$ cat config.mk
export PLATFORM = sky130hd
export DESIGN_NAME = servo_pwm_decoder
export DESIGN_NICKNAME = d
export VERILOG_FILES = /design/src/rtl/servo_pkg.sv /design/src/rtl/servo_width_div.sv /design/src/rtl/servo_pwm_decoder.sv
export SDC_FILE = /design/constraint.sdc
export NUM_CORES = 1
export LEC_CHECK = 0
export BUFFER_PORTS_ARGS = -buffer_cell sky130_fd_sc_hd__buf_4
export CAP_MARGIN = 15
export CORE_ASPECT_RATIO = 0.7
export CORE_MARGIN = 5
export CORE_UTILIZATION = 40
export DETAILED_ROUTE_END_ITERATION = 8
export PLACE_DENSITY = 0.55
export SLEW_MARGIN = 30
export SYNTH_ARGS = -nofsm -noshare
export SYNTH_HDL_FRONTEND = slang
export SYNTH_SLANG_ARGS = --single-unit
$ cat constraint.sdc
create_clock -name clk50mhz -period 1.95 [get_ports clk50mhz]
set_clock_uncertainty 0.2 [all_clocks]
set_input_delay 0.39 -clock clk50mhz [delete_from_list [all_inputs] [get_ports clk50mhz]]
set_output_delay 0.39 -clock clk50mhz [all_outputs]
set_load 0.05 [all_outputs]
$ cat src/rtl/servo_pkg.sv
// Shared servo PWM definitions: timing defaults, decoder FSM states and
// the position clamp used when turning a divider quotient into a position.
package servo_pkg;

    localparam int unsigned PERIOD    = 1000000;  // 20 ms frame at 50 MHz
    localparam int unsigned MIN_W     = 50000;    // width for position 0 (1 ms)
    localparam int unsigned STEP      = 196;      // cycles per position LSB
    localparam int unsigned MIN_VALID = 25000;    // shortest accepted pulse
    localparam int unsigned MAX_VALID = 150000;   // longest accepted pulse
    localparam int unsigned TIMEOUT   = 1250000;  // 25 ms without a rise

    // Fixed iteration count of the width divider (17-bit dividend)
    localparam logic [4:0] DIV_ITERS = 5'd17;

    typedef enum logic [1:0] {
        WAIT_RISE = 2'd0,
        HIGH      = 2'd1,
        WAIT_LOW  = 2'd2,
        DIV       = 2'd3
    } state_t;

    // Saturate a quotient to the 8-bit position scale
    function automatic logic [7:0] clamp_position(input logic [16:0] q);
        logic [7:0] result;
        if (q > 17'd255) begin
            result = 8'd255;
        end else begin
            result = q[7:0];
        end
        return result;
    endfunction

endpackage

$ cat src/rtl/servo_width_div.sv
// Restoring divider: 17-bit dividend by 8-bit divisor, always 17 iterations.
// start loads the operands; done is a one-cycle strobe with q valid.
// Asserting reset aborts any division in progress.
module servo_width_div (
    input  logic        clk50mhz,
    input  logic        reset,
    input  logic        start,
    input  logic [16:0] dividend,
    input  logic [7:0]  divisor,
    output logic [16:0] q,
    output logic        done
);
    import servo_pkg::*;

    logic [4:0]  count_r;
    logic [7:0]  rem_r;
    logic [16:0] quo_r;
    logic        done_r;
    logic [8:0]  trial_s;
    logic [7:0]  diff_s;
    logic        take_s;

    // One restoring step: shift next dividend bit into the remainder and trial-subtract
    always_comb begin
        trial_s = {rem_r, quo_r[16]};
        diff_s  = trial_s[7:0] - divisor;
        take_s  = (trial_s >= {1'b0, divisor});
    end

    // Iteration counter, remainder and quotient shift register
    always_ff @(posedge clk50mhz) begin
        if (reset) begin
            count_r <= 5'd0;
            rem_r   <= 8'd0;
            quo_r   <= 17'd0;
            done_r  <= 1'b0;
        end else if (start) begin
            count_r <= DIV_ITERS;
            rem_r   <= 8'd0;
            quo_r   <= dividend;
            done_r  <= 1'b0;
        end else if (count_r != 5'd0) begin
            rem_r   <= take_s ? diff_s : trial_s[7:0];
            quo_r   <= {quo_r[15:0], take_s};
            count_r <= count_r - 5'd1;
            done_r  <= (count_r == 5'd1);
        end else begin
            done_r  <= 1'b0;
        end
    end

    assign q    = quo_r;
    assign done = done_r;

endmodule

$ cat src/rtl/servo_pwm_decoder.sv
// Servo PWM decoder: measures pwm_in high time in clk50mhz cycles, decodes it to
// position = min(floor((width - MIN_W) / STEP), 255), and flags runt pulses,
// over-long pulses and loss of signal.
module servo_pwm_decoder #(
    parameter int unsigned MIN_W     = servo_pkg::MIN_W,
    parameter int unsigned STEP      = servo_pkg::STEP,
    parameter int unsigned MIN_VALID = servo_pkg::MIN_VALID,
    parameter int unsigned MAX_VALID = servo_pkg::MAX_VALID,
    parameter int unsigned TIMEOUT   = servo_pkg::TIMEOUT
) (
    input  logic        clk50mhz,
    input  logic        reset,
    input  logic        pwm_in,
    output logic [7:0]  position,
    output logic [17:0] pulse_width,
    output logic        pos_valid,
    output logic        err_short,
    output logic        err_long,
    output logic        signal_lost
);
    import servo_pkg::*;

    localparam logic [17:0] MIN_W_C     = 18'(MIN_W);
    localparam logic [7:0]  STEP_C      = 8'(STEP);
    localparam logic [17:0] MIN_VALID_C = 18'(MIN_VALID);
    localparam logic [17:0] MAX_VALID_C = 18'(MAX_VALID);
    localparam logic [20:0] TIMEOUT_C   = 21'(TIMEOUT);

    logic        sync0_r;
    logic        sync1_r;
    logic        prev_r;
    logic        rise_s;
    logic        fall_s;

    state_t      state_r;
    state_t      state_s;
    logic [17:0] width_r;
    logic [17:0] width_s;
    logic [17:0] latched_r;
    logic [17:0] latched_s;
    logic        pos_valid_s;
    logic        err_short_s;
    logic        err_long_s;

    logic        div_start_s;
    logic [16:0] div_dividend_s;
    logic [16:0] div_q_s;
    logic        div_done_s;

    logic [20:0] wd_r;

    // Two-flop synchronizer for the asynchronous pin plus a delayed copy for edges
    always_ff @(posedge clk50mhz) begin
        if (reset) begin
            sync0_r <= 1'b0;
            sync1_r <= 1'b0;
            prev_r  <= 1'b0;
        end else begin
            sync0_r <= pwm_in;
            sync1_r <= sync0_r;
            prev_r  <= sync1_r;
        end
    end

    assign rise_s = sync1_r & ~prev_r;
    assign fall_s = ~sync1_r & prev_r;

    // Offset above MIN_W fed to the divider; narrower accepted pulses decode to 0
    always_comb begin
        if (width_r > MIN_W_C) begin
            div_dividend_s = 17'(width_r - MIN_W_C);
        end else begin
            div_dividend_s = 17'd0;
        end
    end

    servo_width_div u_div (
        .clk50mhz (clk50mhz),
        .reset    (reset),
        .start    (div_start_s),
        .dividend (div_dividend_s),
        .divisor  (STEP_C),
        .q        (div_q_s),
        .done     (div_done_s)
    );

    // Next-state, width counting and strobe decisions
    always_comb begin
        state_s     = state_r;
        width_s     = width_r;
        latched_s   = latched_r;
        div_start_s = 1'b0;
        pos_valid_s = 1'b0;
        err_short_s = 1'b0;
        err_long_s  = 1'b0;
        case (state_r)
            WAIT_RISE: begin
                if (rise_s) begin
                    width_s = 18'd1;
                    state_s = HIGH;
                end else begin
                    state_s = WAIT_RISE;
                end
            end
            HIGH: begin
                // Without a fall the synchronized input is still high here
                if (fall_s) begin
                    if (width_r < MIN_VALID_C) begin
                        err_short_s = 1'b1;
                        state_s     = WAIT_RISE;
                    end else begin
                        latched_s   = width_r;
                        div_start_s = 1'b1;
                        state_s     = DIV;
                    end
                end else if (width_r == MAX_VALID_C) begin
                    width_s    = width_r + 18'd1;
                    err_long_s = 1'b1;
                    state_s    = WAIT_LOW;
                end else begin
                    width_s = width_r + 18'd1;
                end
            end
            WAIT_LOW: begin
                if (fall_s) begin
                    state_s = WAIT_RISE;
                end else begin
                    state_s = WAIT_LOW;
                end
            end
            DIV: begin
                // Rises here are deliberately ignored; that pulse goes unmeasured
                if (div_done_s) begin
                    pos_valid_s = 1'b1;
                    state_s     = WAIT_RISE;
                end else begin
                    state_s = DIV;
                end
            end
            default: begin
                state_s = WAIT_RISE;
            end
        endcase
    end

    // FSM state, width counter and registered outputs
    always_ff @(posedge clk50mhz) begin
        if (reset) begin
            state_r     <= WAIT_RISE;
            width_r     <= 18'd0;
            latched_r   <= 18'd0;
            position    <= 8'd0;
            pulse_width <= 18'd0;
            pos_valid   <= 1'b0;
            err_short   <= 1'b0;
            err_long    <= 1'b0;
        end else begin
            state_r   <= state_s;
            width_r   <= width_s;
            latched_r <= latched_s;
            pos_valid <= pos_valid_s;
            err_short <= err_short_s;
            err_long  <= err_long_s;
            if (pos_valid_s) begin
                position    <= clamp_position(div_q_s);
                pulse_width <= latched_r;
            end else begin
                position    <= position;
                pulse_width <= pulse_width;
            end
        end
    end

    // Watchdog: cycles since the last rise, saturating at TIMEOUT
    always_ff @(posedge clk50mhz) begin
        if (reset) begin
            wd_r <= 21'd0;
        end else if (rise_s) begin
            wd_r <= 21'd0;
        end else if (wd_r != TIMEOUT_C) begin
            wd_r <= wd_r + 21'd1;
        end else begin
            wd_r <= wd_r;
        end
    end

    // Loss-of-signal level: set by watchdog expiry, cleared by a decoded pulse
    always_ff @(posedge clk50mhz) begin
        if (reset) begin
            signal_lost <= 1'b1;
        end else if (wd_r == TIMEOUT_C) begin
            signal_lost <= 1'b1;
        end else if (pos_valid_s) begin
            signal_lost <= 1'b0;
        end else begin
            signal_lost <= signal_lost;
        end
    end

endmodule

==> results of run 1 <==
power breakdown:
group / switching, mW / internal (mW)
registers: 0.265 / 2.76
clock network: 1.21 / 2.04
logic: 0.883 / 0.957
state kept, by name, indices dropped and copies added (netlist names), 2 cells and up:
name           flops
latched_r         18
u_div.q           17
position           8
pulse_width       18
u_div.rem_r        8
u_div.count_r      5
state_r            2
width_r           18
wd_r              21
final cells by class:
| class | instances | area [um2] |
|---|---|---|
| Fill cell | 1237 | 6236 |
| Multi-Input combinational cell | 486 | 3256 |
| Sequential cell | 123 | 2476 |
| Timing Repair Buffer | 113 | 1033 |
| Clock buffer | 17 | 425.4 |
| Tap cell | 190 | 237.7 |
| Clock inverter | 15 | 187.7 |
| Inverter | 17 | 66.31 |
critical path: stages, from the launching register on:
cell       delay, ns
dfxtp_4         0.38
inv_4           0.05
ha_4            0.16
a211oi_4        0.27
o211ai_2        0.19
a21oi_4         0.29
clkbuf_16       0.21
o21ai_0         0.08
a2bb2oi_1       0.13
routing by layer:
metal	wire length [um]	track usage, %	share of wire, %	vias up
met3	952	5.271	6.5	14
li1	-	-	-	2504
met5	0	0	0	-
met2	6260	25.73	42	132
met1	7380	24.19	50	2362
met4	137	5.467	0.93	0
worst min path at each step:
stage	startpoint	end	slack, ns	cells past startpoint
finish	reset	state_r[0]	0.11	2
detailed placement	sync0_r	sync1_r	0.23	1
global route	reset	state_r[0]	0.12	2
floorplan	sync0_r	sync1_r	0.21	1
global placement	sync0_r	sync1_r	0.23	1
CTS	reset	width_r[0]	0.12	2
cell usage in the layout (no fill, tap or decap), drive strengths merged, types with 3 or more instances in the layout:
master   instances
nand4           13
and3             7
a21oi           58
clkbuf          20
o211ai           7
dfxtp          123
nand2          105
buf            109
a2bb2oi         11
nor3            23
mux2i            7
bufinv           3
a211oi           4
inv             22
ha              13
nand2b           6
xnor2           21
nor2            62
nand3           32
nor2b            5
or3              7
o22ai            4
and2             3
xor2            23
nand3b           5
clkinv           6
and4             4
nor4            10
o21ai           28
per-stage QoR:
step,cells,setup slack [ns],hold slack (ns)
6_report,961,-0.06786,0.1128
5_1_grt,961,-0.1527,0.1222
4_1_cts,944,-0.004813,0.1168
3_5_place_dp,907,-0.07719,0.2330
3_3_place_gp,907,-0.02305,0.2258
2_1_floorplan,670,0.02323,0.2138
what timing repair did:
action / 4_1_cts / 5_1_grt
buffers inserted: 3 / 15
resized for setup: 25 / 77
hold endpoints to repair: 1 / 0
gates cloned: 1 / 2
endpoints found under the setup margin: 32 / 63
pin swaps: 2 / 37
hold buffers: 1 / 0
logic make-up (layout without fill, tap and decap cells):
group | count (synthesis) | after routing | share of synthesized area, %
adders and majority gates | 13 | 13 | 2.860
muxes | 8 | 8 | 1.430
buffers and inverters | 61 | 162 | 4.731
and+or+nand+nor | 293 | 293 | 26.14
AOI/OAI and AO/OA | 128 | 128 | 14.76
DFF | 123 | 123 | 43.30
xor gates and xnor gates | 44 | 44 | 6.777
==> impl_metrics.py, run 1 <==
metrics = {
    "drt": {
        "vias_per_cell": 5.215,
        "drt_first_pass_iters": 5,
        "postRouteAntennaNets": 0,
        "wl_per_cell_um": 15.33,
        "drc": 0,
        "routed_wl_um": 14730,
        "drtIter0Drc": 435,
        "num_vias": 5012,
    },
    "synthesis": {
        "synth_cell_types": 66,
        "synth.top_cell.area_share_pct": 43.30,
        "yosys-top-cells-area": "dfxtp_1 (43%), nand2_1 (6.9%), a21oi_1 (4.8%)",
        "synth.most_common_cell": "dfxtp_1",
        "synth.largest_area_cell": "dfxtp_1",
        "syn-cell-area_um2": 5687,
        "syn_area_per_cell_um2": 8.488,
        "synth-edff-count": 0,
        "synth_top_flop_cell": "dfxtp_1",
        "synthCells": 670,
        "ys_top_cells_by_count": "dfxtp_1 (123), nand2_1 (105), nor2_1 (61)",
        "synth_warnings": 0,
        "yosysSeqAreaShare_pct": 43.30,
        "synthArstFlopShare_pct": 0,
        "syn_nets": 686,
        "ys_seq_elements": 123,
    },
    "global_route": {
        "track_usage_pct": 17.31,
        "grt_pass1_vias": 4693,
        "antenna_found_initial": 0,
        "grt_overflow": 0,
        "grt_pass1_wl_um": 23670,
        "grt_max_degree": 45,
    },
    "timing": {
        "setup_viol_count_final": 33,
        "report.final.slew_viol_count": 0,
        "maxSlewHeadroom_pct": 68.53,
        "clock.fmax_mhz": 495.6,
        "worstMarginPinSlew_ns": 0.4720,
        "fin_ws_ns": -0.06786,
        "rsz0062_at_grt": "true",
        "hold_viol": 0,
        "period_needed_ns": 2.018,
        "min_period_over_period_pct": 103.5,
        "setup_tns_ns": -1.072,
    },
    "finish": {
        "drive_gt1_share_pct": 30.22,
        "area_growth_pct": 35.09,
        "fin_area_um2": 7682,
        "fin_util_pct": 55.20,
        "num_antenna_cells": 0,
        "fin_nets": 774,
    },
    "job": {
        "drv_cap": 0,
    },
    "worst_setup_path": {
        "crit_required_ns": 2.09,
        "r2r_start": "width_r[4]",
        "startpoint": "width_r[4]",
        "r2r_slack_ns": -0.07,
        "setup.worst_path.class": "register to register",
        "rr_endpoint": "u_div.q[6]",
        "crit_fanout": 7,
        "critical_path.endpoint": "u_div.q[6]",
        "worstPathArrival_ns": 2.16,
        "r2r_cells": 8,
        "start_kind": "register",
        "worstSetupEndpointType": "register",
    },
    "placement": {
        "place_congestion": 0.8581,
        "io_buffers": 32,
        "place_hpwl_um": 10120,
        "dpl-instance-area_um2": 6492,
    },
    "floorplan": {
        "placementRows": 36,
        "design.core.area_um2": 13920,
        "die_area_um2": 16740,
        "die_x_um": 152.5,
        "initial_core_util_pct": 40.86,
        "io_pins": 33,
        "die_h_um": 109.8,
    },
    "min_path": {
        "worst_hold_path_type": "primary input to register",
    },
    "clock_tree": {
        "numCtsBuffers": 17,
        "cts_num_sinks": 123,
        "clockBufferDepth": 2,
        "htreeDepth": 4,
        "clockRootBuffer": "clkbuf_16",
        "path_clk_slew_ns": 0.06,
        "clock_latency_ns": 0.41,
        "cts_tree": "done",
    },
    "outcome": {
        "outcome": "complete, but fails checks",
        "violations": "setup timing",
    },
    "power": {
        "powerDensity_nw_per_um2": 1056,
        "totalPowerFinal_mw": 8.110,
        "p_leak_nw": 2.859,
        "ir_drop_v": 0.0005693,
    },
}
(Power assumes the default switching activity.)
==> run 2: changes to the inputs <==
PLACE_DENSITY = unset   (was 0.55)
==> run 2 against run 1 <==
  * The flow still finishes with violations (setup timing)
  * Flip-flop and latch count unchanged
  * Via count up 0.32%
  * Critical path type unchanged
  * Sequential power about the same
  * Utilization about the same
  * First-iteration DRC count fell by 22%
  * Largest cell class unchanged
  * Cell count fell by 0.10%
  * Worst hold slack worse by 0.011 ns
  * Global-route usage increased by 0.47 points
  * Critical path depth increased by 1
  * Non-clock buffer count shrank 1
  * Register-to-register slack about the same
  * Highest routed layer unchanged
==> impl_metrics.py, run 2 (synthesis gave the netlist of run 1 again) <==
metrics = {
    "outcome": {
        "outcome": "complete, but fails checks",
        "violations": "setup timing",
    },
    "drt": {
        "drtIter0Drc": 341,
        "drc": 0,
        "num_vias": 5028,
        "postRouteAntennaNets": 0,
        "routed_wl_um": 14710,
        "wl_per_cell_um": 15.32,
        "vias_per_cell": 5.238,
        "drt_first_pass_iters": 5,
    },
    "floorplan": {
        "die_h_um": 109.8,
        "die_area_um2": 16740,
        "initial_core_util_pct": 40.86,
        "io_pins": 33,
        "placementRows": 36,
        "design.core.area_um2": 13920,
        "die_x_um": 152.5,
    },
    "global_route": {
        "grtUsageMet1_pct": 24.77,
        "antenna_found_initial": 0,
        "track_usage_pct": 17.78,
        "grt_max_degree": 48,
        "grt_pass1_vias": 4845,
        "use_met2_pct": 27.25,
        "grt_busiest_layer": "met2",
        "grt_pass1_wl_um": 24080,
        "grtUsageMet3_pct": 4.406,
        "grt_overflow": 0,
    },
    "min_path": {
        "worst_hold_path_type": "primary input to register",
        "hold_start": "reset",
        "min_to": "state_r[0]",
        "hold_path_depth": 2,
    },
    "job": {
        "drv_cap": 0,
    },
    "worst_setup_path": {
        "crit_fanout": 6,
        "critPathSlowestCell": "dfxtp_2",
        "worstSetupEndpointType": "register",
        "worstPathArrival_ns": 2.15,
        "start_kind": "register",
        "r2r_slack_ns": -0.06,
        "crit_buf_inv": 3,
        "critPathTopFamily": "compound AO/OA/AOI/OAI gates",
        "r2r_start": "width_r[4]",
        "rr_endpoint": "u_div.q[0]",
        "worst_path_largest_cell_delay_ns": 0.35,
        "crit_path_frequent_cell": "o211ai_4",
        "r2r_cells": 9,
        "setup.worst_path.class": "register to register",
        "cp_cell_sequence": "inv_2 -> buf_6 -> ha_4 -> and2b_2 -> o211ai_4 -> o211ai_4 -> clkbuf_16 -> nand3_1 -> a2bb2oi_1",
        "crit_required_ns": 2.09,
    },
    "finish": {
        "fin_util_pct": 55.23,
        "fin_area_um2": 7687,
        "layout_common_cells": "dfxtp_1 (116), nand2_1 (101), buf_4 (95)",
        "fin_nets": 773,
        "regMostFlops": "wd_r",
        "num_antenna_cells": 0,
        "drive_gt1_share_pct": 28.70,
        "instances_no_fill": 960,
        "area_growth_pct": 35.18,
        "largest_reg_flops": 21,
        "final_common_cell": "dfxtp_1",
    },
    "clock_tree": {
        "path_clk_slew_ns": 0.06,
        "cts_num_sinks": 123,
        "htreeDepth": 4,
        "clockBufferDepth": 2,
        "cts_tree": "done",
        "clock_latency_ns": 0.42,
        "numCtsBuffers": 17,
        "clockRootBuffer": "clkbuf_16",
    },
    "power": {
        "p_leak_nw": 2.856,
        "powerDensity_nw_per_um2": 1104,
        "totalPowerFinal_mw": 8.485,
        "ir_drop_v": 0.0006799,
    },
    "timing": {
        "hold_viol": 0,
        "setup_tns_ns": -0.3701,
        "setup_viol_count_final": 13,
        "rsz0062_at_grt": "true",
        "report.final.slew_viol_count": 0,
        "min_period_over_period_pct": 103.2,
        "clock.fmax_mhz": 496.9,
        "period_needed_ns": 2.012,
        "maxSlewHeadroom_pct": 63.80,
        "whs_ns": 0.1020,
        "fin_ws_ns": -0.06246,
        "worstMarginPinSlew_ns": 0.5414,
    },
    "placement": {
        "place_hpwl_um": 10300,
        "dpl-instance-area_um2": 6530,
        "place_ws_ns": -0.1542,
        "dp.cells": 912,
        "io_buffers": 32,
        "place_congestion": 0.8951,
    },
}
## run 2: layer usage
metal	vias to the layer above	wire length, um
li1	2496	-
met1	2404	7259
met2	114	6527
met3	14	766
met4	0	154
met5	-	0
## run 2: final cells by class
type | instances | area (um2)
sequential | 123 | 2474
multi-input combinational | 486 | 3261
tap | 190 | 237.7
inverter | 17 | 63.81
fill | 1212 | 6231
timing repair buffer | 112 | 1005
clock buffer | 18 | 439.2
clock inverter | 14 | 207.7
## run 2: timing repair
item / CTS / global route
pin swaps: 15 / 25
buffers inserted: 7 / 6
cloned: 1 / 1
hold buffers: 1 / 0
gates resized for setup: 40 / 51
setup endpoints to repair: 49 / 71
endpoints found under the hold margin: 1 / 0
## run 2: worst max path at each step
stage          startpoint           to  slack (ns)  depth (start not counted)
2_1_floorplan  width_r[4]  u_div.q[11]        0.02                          9
3_3_place_gp   width_r[0]     err_long       -0.13                          7
3_5_place_dp   width_r[4]  u_div.q[11]       -0.15                          7
4_1_cts        width_r[4]   u_div.q[1]       -0.07                          8
5_1_grt        width_r[4]   u_div.q[6]       -0.11                          9
6_report       width_r[4]   u_div.q[0]       -0.06                          9
## run 2: report_power, final
part           total, mW  internal, mW  switching (mW)
registers           3.04          2.76           0.276
clock network       3.42          2.20            1.22
logic               2.02          1.07           0.952
